### config.mk
export PLATFORM = sky130hd
export DESIGN_NAME = gesture_cmd_receiver_flat
export DESIGN_NICKNAME = d
export VERILOG_FILES = /design/src/rtl/gesture_cmd_receiver_pkg.sv /design/src/rtl/gesture_cmd_receiver_if.sv /design/src/rtl/gesture_cmd_receiver_uart_rx_byte.sv /design/src/rtl/gesture_cmd_receiver.sv /design/src/flat_wrapper.sv
export SDC_FILE = /design/constraint.sdc
export NUM_CORES = 1
export LEC_CHECK = 0
export CORE_AREA = 10 10 72 98
export CTS_CLUSTER_DIAMETER = 200
export CTS_CLUSTER_SIZE = 14
export DETAILED_ROUTE_END_ITERATION = 6
export DIE_AREA = 0 0 82 108
export DONT_BUFFER_PORTS = 1
export GPL_TIMING_DRIVEN = 0
export HOLD_SLACK_MARGIN = 0.1
export PLACE_DENSITY = 0.82
export SYNTH_ARGS = -nofsm -noshare
export SYNTH_HDL_FRONTEND = slang
export SYNTH_SLANG_ARGS = --single-unit
### constraint.sdc
create_clock -name clk -period 7.5 [get_ports clk]
set_clock_uncertainty 0.15 [all_clocks]
set_input_delay 1.125 -clock clk [delete_from_list [all_inputs] [get_ports clk]]
set_output_delay 1.125 -clock clk [all_outputs]
set_load 0.05 [all_outputs]
### src/rtl/gesture_cmd_receiver_pkg.sv
// Shared command encodings, RX FSM states and the byte acceptance rule.
package gesture_cmd_receiver_pkg;

  // Speed field codes, cmd[3:2]
  localparam logic [1:0] SPD_STOP   = 2'b00;
  localparam logic [1:0] SPD_NORMAL = 2'b01;
  localparam logic [1:0] SPD_FAST   = 2'b10;

  // Steer field codes, cmd[1:0]
  localparam logic [1:0] STR_STRAIGHT = 2'b00;
  localparam logic [1:0] STR_RIGHT    = 2'b01;
  localparam logic [1:0] STR_LEFT     = 2'b10;

  // Both fields use 2'b11 as the one unassigned (illegal) code
  localparam logic [1:0] FIELD_ILLEGAL = 2'b11;

  localparam logic [3:0] CMD_STOP = {SPD_STOP, STR_STRAIGHT};

  typedef enum logic [1:0] {
    RX_IDLE,
    RX_START,
    RX_DATA,
    RX_STOP
  } rx_state_t;

  // High nibble carries the bitwise complement of the command nibble
  function automatic logic byte_intact(input logic [7:0] b);
    return b[7:4] == ~b[3:0];
  endfunction

  function automatic logic byte_legal(input logic [7:0] b);
    return (b[3:2] != FIELD_ILLEGAL) && (b[1:0] != FIELD_ILLEGAL);
  endfunction

  // A byte is accepted only if it is intact and carries legal fields
  function automatic logic byte_ok(input logic [7:0] b);
    return byte_intact(b) && byte_legal(b);
  endfunction

endpackage

### src/rtl/gesture_cmd_receiver_if.sv
// Serial link in, command and status out. The receiver sits on the slave side.
interface gesture_cmd_receiver_if;
  logic       uart_rx;
  logic [3:0] cmd_nibble;
  logic       cmd_valid;
  logic       frame_err;
  logic       check_err;
  logic       link_lost;

  modport master (
    output uart_rx,
    input  cmd_nibble, cmd_valid, frame_err, check_err, link_lost
  );

  modport slave (
    input  uart_rx,
    output cmd_nibble, cmd_valid, frame_err, check_err, link_lost
  );
endinterface

### src/rtl/gesture_cmd_receiver_uart_rx_byte.sv
// 8N1 byte receiver: 2-FF synchroniser, mid-bit sampling timer, RX FSM and
// LSB-first shift register. byte_done/frame_err are registered pulses that
// appear the cycle after the stop-bit sample.
module uart_rx_byte
  import gesture_cmd_receiver_pkg::*;
#(
  parameter int unsigned CLKS_PER_BIT = 13020
) (
  input  logic       clk,
  input  logic       reset,
  input  logic       rx,
  output logic [7:0] byte_data,
  output logic       byte_done,
  output logic       frame_err
);

  localparam int unsigned   TW        = (CLKS_PER_BIT > 1) ? $clog2(CLKS_PER_BIT) : 1;
  localparam logic [TW-1:0] HALF_LOAD = TW'(CLKS_PER_BIT / 2 - 1);
  localparam logic [TW-1:0] FULL_LOAD = TW'(CLKS_PER_BIT - 1);

  logic            sync1_q, sync1_d;
  logic            rx_s_q, rx_s_d;
  logic            rx_prev_q, rx_prev_d;
  rx_state_t       state_q, state_d;
  logic [TW-1:0]   timer_q, timer_d;
  logic [2:0]      bit_cnt_q, bit_cnt_d;
  logic [7:0]      shift_q, shift_d;
  logic            byte_done_q, byte_done_d;
  logic            frame_err_q, frame_err_d;

  logic tick;
  logic fall;

  assign tick = (timer_q == '0);
  // rx_prev tracks rx_s continuously, so a line held low never looks like a new edge
  assign fall = rx_prev_q & ~rx_s_q;

  // Synchroniser and edge-history next values
  always_comb begin
    sync1_d   = rx;
    rx_s_d    = sync1_q;
    rx_prev_d = rx_s_q;
  end

  // State register plus all datapath flops; sync chain resets to the idle level
  always_ff @(posedge clk or posedge reset) begin
    if (reset) begin
      sync1_q     <= 1'b1;
      rx_s_q      <= 1'b1;
      rx_prev_q   <= 1'b1;
      state_q     <= RX_IDLE;
      timer_q     <= '0;
      bit_cnt_q   <= '0;
      shift_q     <= '0;
      byte_done_q <= 1'b0;
      frame_err_q <= 1'b0;
    end else begin
      sync1_q     <= sync1_d;
      rx_s_q      <= rx_s_d;
      rx_prev_q   <= rx_prev_d;
      state_q     <= state_d;
      timer_q     <= timer_d;
      bit_cnt_q   <= bit_cnt_d;
      shift_q     <= shift_d;
      byte_done_q <= byte_done_d;
      frame_err_q <= frame_err_d;
    end
  end

  // Next-state: start on a falling edge, reject a start bit that is high at mid-bit
  always_comb begin
    state_d = state_q;
    case (state_q)
      RX_IDLE:  if (fall) state_d = RX_START;
      RX_START: if (tick) state_d = rx_s_q ? RX_IDLE : RX_DATA;
      RX_DATA:  if (tick && (bit_cnt_q == 3'd7)) state_d = RX_STOP;
      RX_STOP:  if (tick) state_d = RX_IDLE;
      default:  state_d = RX_IDLE;
    endcase
  end

  // Outputs/datapath: bit timer reload, sampling into the shift register, stop check
  always_comb begin
    timer_d     = timer_q;
    bit_cnt_d   = bit_cnt_q;
    shift_d     = shift_q;
    byte_done_d = 1'b0;
    frame_err_d = 1'b0;
    case (state_q)
      RX_IDLE: begin
        if (fall) timer_d = HALF_LOAD;
      end
      RX_START: begin
        if (tick) begin
          timer_d   = FULL_LOAD;
          bit_cnt_d = '0;
        end else begin
          timer_d = timer_q - TW'(1);
        end
      end
      RX_DATA: begin
        if (tick) begin
          shift_d   = {rx_s_q, shift_q[7:1]};
          timer_d   = FULL_LOAD;
          bit_cnt_d = bit_cnt_q + 3'd1;
        end else begin
          timer_d = timer_q - TW'(1);
        end
      end
      RX_STOP: begin
        if (tick) begin
          byte_done_d = rx_s_q;
          frame_err_d = ~rx_s_q;
        end else begin
          timer_d = timer_q - TW'(1);
        end
      end
      default: ;
    endcase
  end

  assign byte_data = shift_q;
  assign byte_done = byte_done_q;
  assign frame_err = frame_err_q;

endmodule

### src/rtl/gesture_cmd_receiver.sv
// Gesture link front end: receives bytes, accepts intact/legal commands into
// the command register, and forces a stop when the link goes quiet.
module gesture_cmd_receiver
  import gesture_cmd_receiver_pkg::*;
#(
  parameter int unsigned CLK_HZ     = 125_000_000,
  parameter int unsigned BAUD       = 9600,
  parameter int unsigned TIMEOUT_MS = 250
) (
  input  logic                   clk,
  input  logic                   reset,
  gesture_cmd_receiver_if.slave  bus
);

  localparam int unsigned CLKS_PER_BIT = CLK_HZ / BAUD;
  localparam int unsigned TIMEOUT_CYC  = (CLK_HZ / 1000) * TIMEOUT_MS;
  localparam int unsigned WDW          = $clog2(TIMEOUT_CYC + 1);
  localparam logic [WDW-1:0] WD_MAX    = WDW'(TIMEOUT_CYC);

  logic [7:0] rx_byte;
  logic       rx_done;
  logic       rx_frame_err;

  uart_rx_byte #(.CLKS_PER_BIT(CLKS_PER_BIT)) u_rx (
    .clk       (clk),
    .reset     (reset),
    .rx        (bus.uart_rx),
    .byte_data (rx_byte),
    .byte_done (rx_done),
    .frame_err (rx_frame_err)
  );

  logic [3:0]     cmd_q, cmd_d;
  logic           cmd_valid_q, cmd_valid_d;
  logic           check_err_q, check_err_d;
  logic           link_lost_q, link_lost_d;
  logic [WDW-1:0] wd_q, wd_d;

  logic           ok;
  logic           accept;
  logic [WDW-1:0] wd_inc;

  assign ok     = byte_ok(rx_byte);
  assign accept = rx_done & ok;

  // Acceptance beats watchdog expiry when both land on the same cycle
  always_comb begin
    wd_inc      = (wd_q == WD_MAX) ? wd_q : wd_q + WDW'(1);
    cmd_d       = cmd_q;
    link_lost_d = link_lost_q;
    wd_d        = wd_inc;
    cmd_valid_d = accept;
    check_err_d = rx_done & ~ok;
    if (accept) begin
      cmd_d       = rx_byte[3:0];
      wd_d        = '0;
      link_lost_d = 1'b0;
    end else if (wd_inc == WD_MAX) begin
      cmd_d       = CMD_STOP;
      link_lost_d = 1'b1;
    end
  end

  // Command register, status pulses and watchdog; the link counts as lost out of reset
  always_ff @(posedge clk or posedge reset) begin
    if (reset) begin
      cmd_q       <= CMD_STOP;
      cmd_valid_q <= 1'b0;
      check_err_q <= 1'b0;
      link_lost_q <= 1'b1;
      wd_q        <= '0;
    end else begin
      cmd_q       <= cmd_d;
      cmd_valid_q <= cmd_valid_d;
      check_err_q <= check_err_d;
      link_lost_q <= link_lost_d;
      wd_q        <= wd_d;
    end
  end

  assign bus.cmd_nibble = cmd_q;
  assign bus.cmd_valid  = cmd_valid_q;
  assign bus.check_err  = check_err_q;
  assign bus.frame_err  = rx_frame_err;
  assign bus.link_lost  = link_lost_q;

endmodule
### src/flat_wrapper.sv
// flat-port wrapper written by rule: the top's interface ports become plain ports
module gesture_cmd_receiver_flat import gesture_cmd_receiver_pkg::*;
#(
  parameter int unsigned CLK_HZ     = 125_000_000,
  parameter int unsigned BAUD       = 9600,
  parameter int unsigned TIMEOUT_MS = 250
)
  (clk, reset, bus_uart_rx, bus_cmd_nibble, bus_cmd_valid, bus_frame_err, bus_check_err, bus_link_lost);
  gesture_cmd_receiver_if bus_i ();
  input  logic clk;
  input  logic reset;
  input wire logic [$bits(bus_i.uart_rx)-1:0] bus_uart_rx;
  output wire logic [$bits(bus_i.cmd_nibble)-1:0] bus_cmd_nibble;
  output wire logic [$bits(bus_i.cmd_valid)-1:0] bus_cmd_valid;
  output wire logic [$bits(bus_i.frame_err)-1:0] bus_frame_err;
  output wire logic [$bits(bus_i.check_err)-1:0] bus_check_err;
  output wire logic [$bits(bus_i.link_lost)-1:0] bus_link_lost;
  assign bus_i.uart_rx = bus_uart_rx;
  assign bus_cmd_nibble = bus_i.cmd_nibble;
  assign bus_cmd_valid = bus_i.cmd_valid;
  assign bus_frame_err = bus_i.frame_err;
  assign bus_check_err = bus_i.check_err;
  assign bus_link_lost = bus_i.link_lost;
  gesture_cmd_receiver #(.CLK_HZ(CLK_HZ), .BAUD(BAUD), .TIMEOUT_MS(TIMEOUT_MS)) u_core (.clk(clk), .reset(reset), .bus(bus_i));
endmodule
==> results of run 1 <==
sequential cells by signal (all words and copies together), names as in the netlist, named ones only:
signal / count
u_core.u_rx.state_q: 1
u_core.u_rx.rx_prev_d: 1
u_core.u_rx.byte_done: 1
u_core.wd_q: 25
u_core.bus.link_lost: 1
u_core.bus.check_err: 1
u_core.u_rx.timer_q: 14
u_core.u_rx.frame_err: 1
u_core.u_rx.rx_prev_q: 1
u_core.bus.cmd_nibble: 4
u_core.u_rx.bit_cnt_q: 3
u_core.u_rx.rx_s_d: 1
u_core.bus.cmd_valid: 1
u_core.u_rx.byte_data: 8
placed cells by master, fill, tap and decap left out, types with 2 or more instances in the layout:
master	Yosys	final
and3_1	3	3
o31ai_1	2	2
nand2_1	33	33
o21a_1	2	2
or4_1	2	2
xnor2_1	10	10
a31o_2	2	2
or4b_1	3	3
a31oi_1	6	6
ha_1	11	11
a21oi_1	16	16
nor4_1	5	5
nor2_1	41	41
o22a_1	2	2
buf_2	2	2
a21o_1	2	2
inv_1	20	19
nand2b_1	2	2
o21ai_0	17	17
dfstp_2	4	4
nor4bb_1	2	2
bufinv_16	0	4
dfrtp_1	60	60
a32o_1	2	2
nand3_1	9	9
and2_1	2	2
and4_1	3	3
nand4_1	6	6
nor3b_1	4	4
nor3_2	2	2
mux2i_1	6	6
mux2_2	6	6
xor2_1	14	14
nor3_1	14	14
or3_1	3	3
clkbuf_1	6	6
a211o_1	3	3
clkbuf_8	0	9
o21ai_1	5	5
kinds of logic (layout without fill, tap and decap cells):
| group | count (synthesis) | in the layout |
|---|---|---|
| buffers and inverters | 29 | 46 |
| muxes | 12 | 12 |
| and+or+nand+nor | 146 | 146 |
| xor gates and xnor gates | 24 | 24 |
| DFF | 64 | 64 |
| AOI/OAI and AO/OA | 69 | 69 |
| adders and majority gates | 11 | 11 |
power breakdown:
part	switching (mW)	total (mW)	leakage (nW)	internal [mW]
Combinational	0.172	0.274	0.689	0.102
Clock	0.141	0.397	0.134	0.255
Sequential	0.0379	0.418	0.843	0.380
Total	0.351	1.09	1.67	0.737
per-layer routing:
layer,vias to the layer above,part of all wire (%),GRT usage (%)
met5,-,0,0
met4,0,3.6,9.390
met3,27,3.5,5.233
met1,1310,38,19.03
li1,1293,-,-
met2,66,55,32.81
final timing paths:
path | start | endpoint | slack (ns)
worst min register to register | u_core.u_rx.rx_s_d$_DFF_PP1_ | u_core.u_rx.rx_prev_d$_DFF_PP1_ | 0.21
max in group asynchronous | reset | u_core.u_rx.rx_prev_q$_DFF_PP1_ | 5.92
worst max-delay path | u_core.u_rx.timer_q[4]$_DFFE_PP0P_ | u_core.u_rx.timer_q[4]$_DFFE_PP0P_ | 4.65
worst max register to register | u_core.u_rx.timer_q[4]$_DFFE_PP0P_ | u_core.u_rx.timer_q[4]$_DFFE_PP0P_ | 4.65
min in group asynchronous | reset | u_core.wd_q[17]$_DFF_PP0_ | 0.61
worst min-delay path | u_core.u_rx.rx_s_d$_DFF_PP1_ | u_core.u_rx.rx_prev_d$_DFF_PP1_ | 0.21
worst register-to-register path, cell delays in order (launching register included):
cell     delay (ns)
dfrtp_1        0.47
or4_1          0.65
nor4_4         0.48
nand2_1        0.26
nand2_1        0.27
buf_2          0.26
o21ai_0        0.13
o31ai_1        0.09
layout make-up:
class,count,area (µm²),area share (%)
multi-input combinational,262,1732,45.27
sequential,64,1607,42.00
clock inverter,7,142.6,3.729
clock buffer,9,123.9,3.238
tap,68,85.08,2.224
inverter,20,75.07,1.963
buffer,9,40.04,1.047
timing repair buffer,1,20.02,0.5234
per-stage QoR:
step | hold slack [ns] | power [mW]
final | 0.2079 | 1.088
after global routing | 0.2105 | 1.152
after CTS | 0.2077 | 1.087
after detailed placement | 0.1975 | 0.6868
after global placement | 0.1953 | 0.6753
after floorplan | 0.1952 | 0.6203
==> impl_metrics.csv, run 1 <==
group,metric,value,unit
outcome,run_status,"finished clean",
routing,drt-total-wl,7516,µm
pwr,p_per_area,284.6,nW/µm²
cts,clock_sinks,64,
yosys,synth_edf_count,0,
yosys,yosysWarnings,0,
die,io-pin-count,11,
critical_path,worstSetupPathType,"flop to flop",
routing,drtAntennaViolNets,0,
yosys,synth-seq-cells,64,
yosys,yosys.area.top_type_share,43.48,%
grt,grt_overflow,0,
yosys,synth_area_leaders,"dfrtp_1 (43%), nor2_1 (4.5%), ha_1 (4.0%)",
sta,fmax,350.5,MHz
place,dp.cells,424,
sta,setup_tns,0,ns
yosys,synth_compound_area_share,13.30,%
finish,area_growth,10.76,%
sta,timing.final.crit_share,38.04,%
sta,layout_setup_ws,4.647,ns
critical_path,worstPathArrival,2.95,ns
pwr,leakagePower,1.666,nW
sta,hold_violations,0,
finish,n_fill_cell,405,
die,rows,32,
critical_path,crit_fanout,10,
yosys,synthSimpleGateAreaFrac,23.08,%
yosys,syn_area_per_cell,9.728,µm²
routing,drt_iter0_drc,243,
finish,fin_cells,440,
critical_path,rr_worst_depth,7,
finish,final_area,3825,µm²
critical_path,required,7.60,ns
sta,rsz0062_at_grt,"no",
die,start_util,64.37,%
job,max_cap_violations,0,
yosys,yosysMostFrequentCell,"dfrtp_1",
critical_path,cpMostUsedCell,"nand2_1",
critical_path,endpoint_kind,"flop",
finish,layout.nets,381,
cts,cts-buffers-inserted,9,
die,die_h,108,µm
yosys,synth_cell_types,60,
place,gp_congestion,0.9188,
worst_hold_path,hold_class,"flop to flop",
critical_path,critical-path-top-delay-family,"simple AND/OR/NAND/NOR gates",
grt,grt_pass1_vias,2706,
die,die_w,82,µm
cts,clk_pin_slew_worst_paths,0.07,ns
yosys,synth_fa_ha_area_share,3.986,%
routing,drc,0,
yosys,synthTopCellsByCount,"dfrtp_1 (60), nor2_1 (41), nand2_1 (33)",
routing,via_per_inst,6.127,
die,die-area,8856,µm²
yosys,synth-xor-area-share,6.087,%
yosys,synth_mux_area_share,3.696,%
yosys,synth_top_family_by_area,"simple AND/OR/NAND/NOR gates",
finish,drive_gt1_share,12.10,%
routing,wl_per_cell,17.08,µm
cts,cts_tree,"built",
cts,cts.hold.buffers_added,0,
critical_path,critPathBufInv,1,
yosys,synthesis.area,3453,µm²
finish,utilization,71.29,%
yosys,yosysTopAreaCell,"dfrtp_1",
sta,relSlewSlack,43.94,%
sta,setup_violations,0,
sta,maxSlewViolCount,0,
place,dp_hpwl,5263,µm
cts,postCtsSetupBuffers,0,
grt,grt_pass1_wl,12710,µm
critical_path,cp_slowest_cell,"or4_1",
cts,cts_resized,0,
critical_path,crit_path_start_kind,"flop",
yosys,syn_nets,369,
yosys,synth_cells,355,
yosys,ys_seq_area_share,46.52,%
routing,drtPass1Iterations,4,
cts,ctsLongestPathBuffers,2,
sta,fin_crit,2.853,ns
yosys,synth-main-ff-cell,"dfrtp_1",
critical_path,crit_path_cell_trace,"or4_1, nor4_4, nand2_1, nand2_1, buf_2, o21ai_0, o31ai_1",
place,io_buffer_count,0,
pwr,ir_worst_vdd,0.2142,mV
cts,h-tree-depth,3,
critical_path,cp_num_cells,7,
routing,vias,2696,
place,place_area,3558,µm²
die,core,5365,µm²
grt,grt_usage,18.48,%
cts,clock_latency,0.35,ns
worst_hold_path,min_path_cells,0,
grt,grt_start_max_net_pins,34,
cts,clock-root-buffer,"clkbuf_8",
critical_path,max_stage_delay,0.64,ns
finish,diodes,0,
sta,tightest_slew,0.8345,ns
yosys,ys_async_sr_fraction,100.0,%
place,place_ws,4.630,ns
grt,antenna_found_initial,0,
Note: power is estimated with default switching activity, not from simulation.
==> run 2: changes to the inputs <==
CORE_AREA = 10 10 77 106   (was 10 10 72 98)
DIE_AREA = 0 0 87 116   (was 0 0 82 108)
PLACE_DENSITY = 0.74   (was 0.82)
clock period = 2.34 ns   (was 7.5 ns; I/O delays follow)
==> run 2 against run 1 <==
The run now ends with negative setup slack left. Non-clock buffer count grew 41. Total power grew to 3.5 times the previous value. Clock power grew to 2.6 times the previous value. Final cell count grew 10%. Sequential share of layout area shrank 5.9 points. Global-route usage shrank 1.5 points. Critical path depth grew 3. Via count grew 11%. Design area grew 17%. Critical endpoint is now u_core.u_rx.timer_q[11]$_DFFE_PP0P_. Largest cell class unchanged.
==> impl_metrics.csv, run 2 (synthesis results as in run 1) <==
group,metric,value,unit
cts,clock-root-buffer,"clkbuf_8",
pwr,p_switching,1.414,mW
sta,setup_violations,32,
die,die_w,87,µm
outcome,run_status,"complete, but fails checks",
job,max_cap_violations,0,
grt,grt_start_max_net_pins,37,
critical_path,crit_path_end,"u_core.u_rx.timer_q[11]$_DFFE_PP0P_",
routing,drc,0,
place,dp.cells,428,
place,dp_hpwl,5173,µm
finish,drive_gt1_share,35.51,%
sta,timing.final.crit_share,108.4,%
sta,hold_violations,0,
pwr,internal_power,2.425,mW
finish,top_register,"u_core.wd_q",
pwr,leakagePower,1.956,nW
finish,final_cell_mix,"dfrtp_1 (51), nor2_1 (38), buf_4 (29)",
pwr,p_seq_share,35.2,%
sta,maxSlewViolCount,0,
cts,clk_pin_slew_worst_paths,0.07,ns
sta,rsz0062_at_grt,"yes",
cts,ctsLongestPathBuffers,2,
worst_hold_path,hold_class,"flop to flop",
pwr,p_per_area,856.0,nW/µm²
die,start_util,55.98,%
place,gp_congestion,0.9074,
critical_path,crit_fanout,7,
critical_path,rrSetupSlack,-0.20,ns
die,core,6168,µm²
critical_path,endpoint_kind,"flop",
critical_path,worstSetupPathType,"flop to flop",
critical_path,worstReg2RegStart,"u_core.u_rx.timer_q[0]$_DFFE_PP0P_",
sta,relSlewSlack,54.15,%
die,io-pin-count,11,
critical_path,crit_path_start_kind,"flop",
finish,final_area,4486,µm²
die,die_h,116,µm
cts,clock_sinks,64,
finish,mostFrequentLayoutCell,"dfrtp_1",
finish,area_growth,29.89,%
die,rows,34,
place,place_area,3573,µm²
critical_path,required,2.43,ns
pwr,power.total,3.840,mW
finish,diodes,0,
grt,grt_pass1_vias,2943,
sta,fin_crit,2.536,ns
pwr,clkPwrFrac,26.9,%
finish,layout.nets,423,
routing,vias,2990,
place,io_buffer_count,0,
place,place_ws,-0.3597,ns
outcome,violations,"negative setup slack",
critical_path,worstPathArrival,2.63,ns
routing,drtPass1Iterations,4,
grt,grt_pass1_wl,13790,µm
finish,n_fill_cell,417,
pwr,swShare,36.84,%
routing,drtAntennaViolNets,0,
grt,grt_usage,17.03,%
finish,largest_reg_flops,25,
routing,via_per_inst,6.152,
sta,hold_slack,0.2158,ns
sta,layout_setup_ws,-0.1965,ns
routing,drt-total-wl,9012,µm
cts,h-tree-depth,3,
cts,clock_latency,0.35,ns
pwr,ir_worst_vdd,0.7164,mV
worst_hold_path,min_from,"u_core.u_rx.rx_s_d$_DFF_PP1_",
routing,wl_per_cell,18.54,µm
critical_path,crit_start,"u_core.u_rx.timer_q[0]$_DFFE_PP0P_",
grt,grt_overflow,0,
grt,antenna_found_initial,0,
finish,fin_cells,486,
critical_path,rr_worst_depth,10,
routing,drt_iter0_drc,165,
critical_path,timing.rr.end,"u_core.u_rx.timer_q[11]$_DFFE_PP0P_",
sta,fmax,394.2,MHz
cts,cts_tree,"built",
die,die-area,10090,µm²
sta,tightest_slew,0.6826,ns
pwr,p_comb_share,37.9,%
cts,cts-buffers-inserted,9,
-- run 2: changes by cell type in the layout (fill, tap and decap cells not counted), sizes merged --
cell / before / now
and2: 2 / 3
buf: 4 / 44
bufinv: 4 / 1
clkbuf: 15 / 17
clkinvlp: 0 / 1
dlygate4sd3: 0 / 2
inv: 21 / 20
-- run 2: timing repair --
action	in CTS	in global routing
pin swaps	11	25
hold buffers	2	0
buffers inserted	23	18
endpoints found under the setup margin	42	50
gates resized for setup	47	66
hold endpoints to repair	28	0
gates cloned	3	1
-- run 2: final cells by class --
| cell class | instances | area (µm²) | share of cell area [%] |
|---|---|---|---|
| well taps | 72 | 90.09 | 2.008 |
| multi-input cells | 263 | 2029 | 45.24 |
| clock inverters | 4 | 51.30 | 1.144 |
| plain buffers | 7 | 51.30 | 1.144 |
| inverters | 20 | 75.07 | 1.674 |
| clock buffers | 12 | 165.2 | 3.682 |
| flip-flops and latches | 64 | 1618 | 36.07 |
| repair buffers | 44 | 405.4 | 9.038 |
-- run 2: worst min-delay path by stage --
stage                     slack (ns)  cells after the start                                 end
after floorplan                 0.20                      0     u_core.u_rx.rx_prev_d$_DFF_PP1_
after global placement          0.20                      0     u_core.u_rx.rx_prev_d$_DFF_PP1_
after detailed placement        0.21                      1  u_core.u_rx.timer_q[7]$_DFFE_PP0P_
after CTS                       0.22                      0     u_core.u_rx.rx_prev_d$_DFF_PP1_
after global routing            0.22                      0     u_core.u_rx.rx_prev_d$_DFF_PP1_
final                           0.22                      0     u_core.u_rx.rx_prev_d$_DFF_PP1_
-- run 2: routing by layer --
metal | vias up | track usage (%) | routed length (µm) | part of all wire, %
met5 | - | 0 | 0 | 0
met4 | 0 | 9.317 | 255 | 2.8
met3 | 28 | 3.441 | 320 | 3.6
met2 | 92 | 30.03 | 4877 | 54
met1 | 1485 | 18.45 | 3558 | 39
li1 | 1385 | - | - | -
-- run 2: per-stage QoR --
stage | setup TNS, ns | utilization (%)
2_1_floorplan | -0.3640 | -
3_3_place_gp | -35.82 | 57.61
3_5_place_dp | -9.074 | 57.93
4_1_cts | -1.968 | 67.73
5_1_grt | -6.584 | 72.72
6_report | -3.593 | 72.72
-- run 2: power groups by stage --
stage	clock (mW)	sequential [mW]	combinational [mW]
after floorplan	0	1.32	0.668
after CTS	1.03	1.33	1.15
after detailed placement	0	1.35	0.851
final	1.03	1.35	1.46
after global routing	1.10	1.36	1.56
after global placement	0	1.35	0.821
-- run 2: critical path, stage by stage, from the launching register on --
cell and delay (ns):
dfrtp_1 0.41, inv_2 0.08, buf_6 0.10, ha_4 0.12, or4b_4 0.48, nor4_4 0.33
nand2_2 0.16, buf_6 0.16, nand2_8 0.10, nor2_4 0.06, a211o_1 0.26
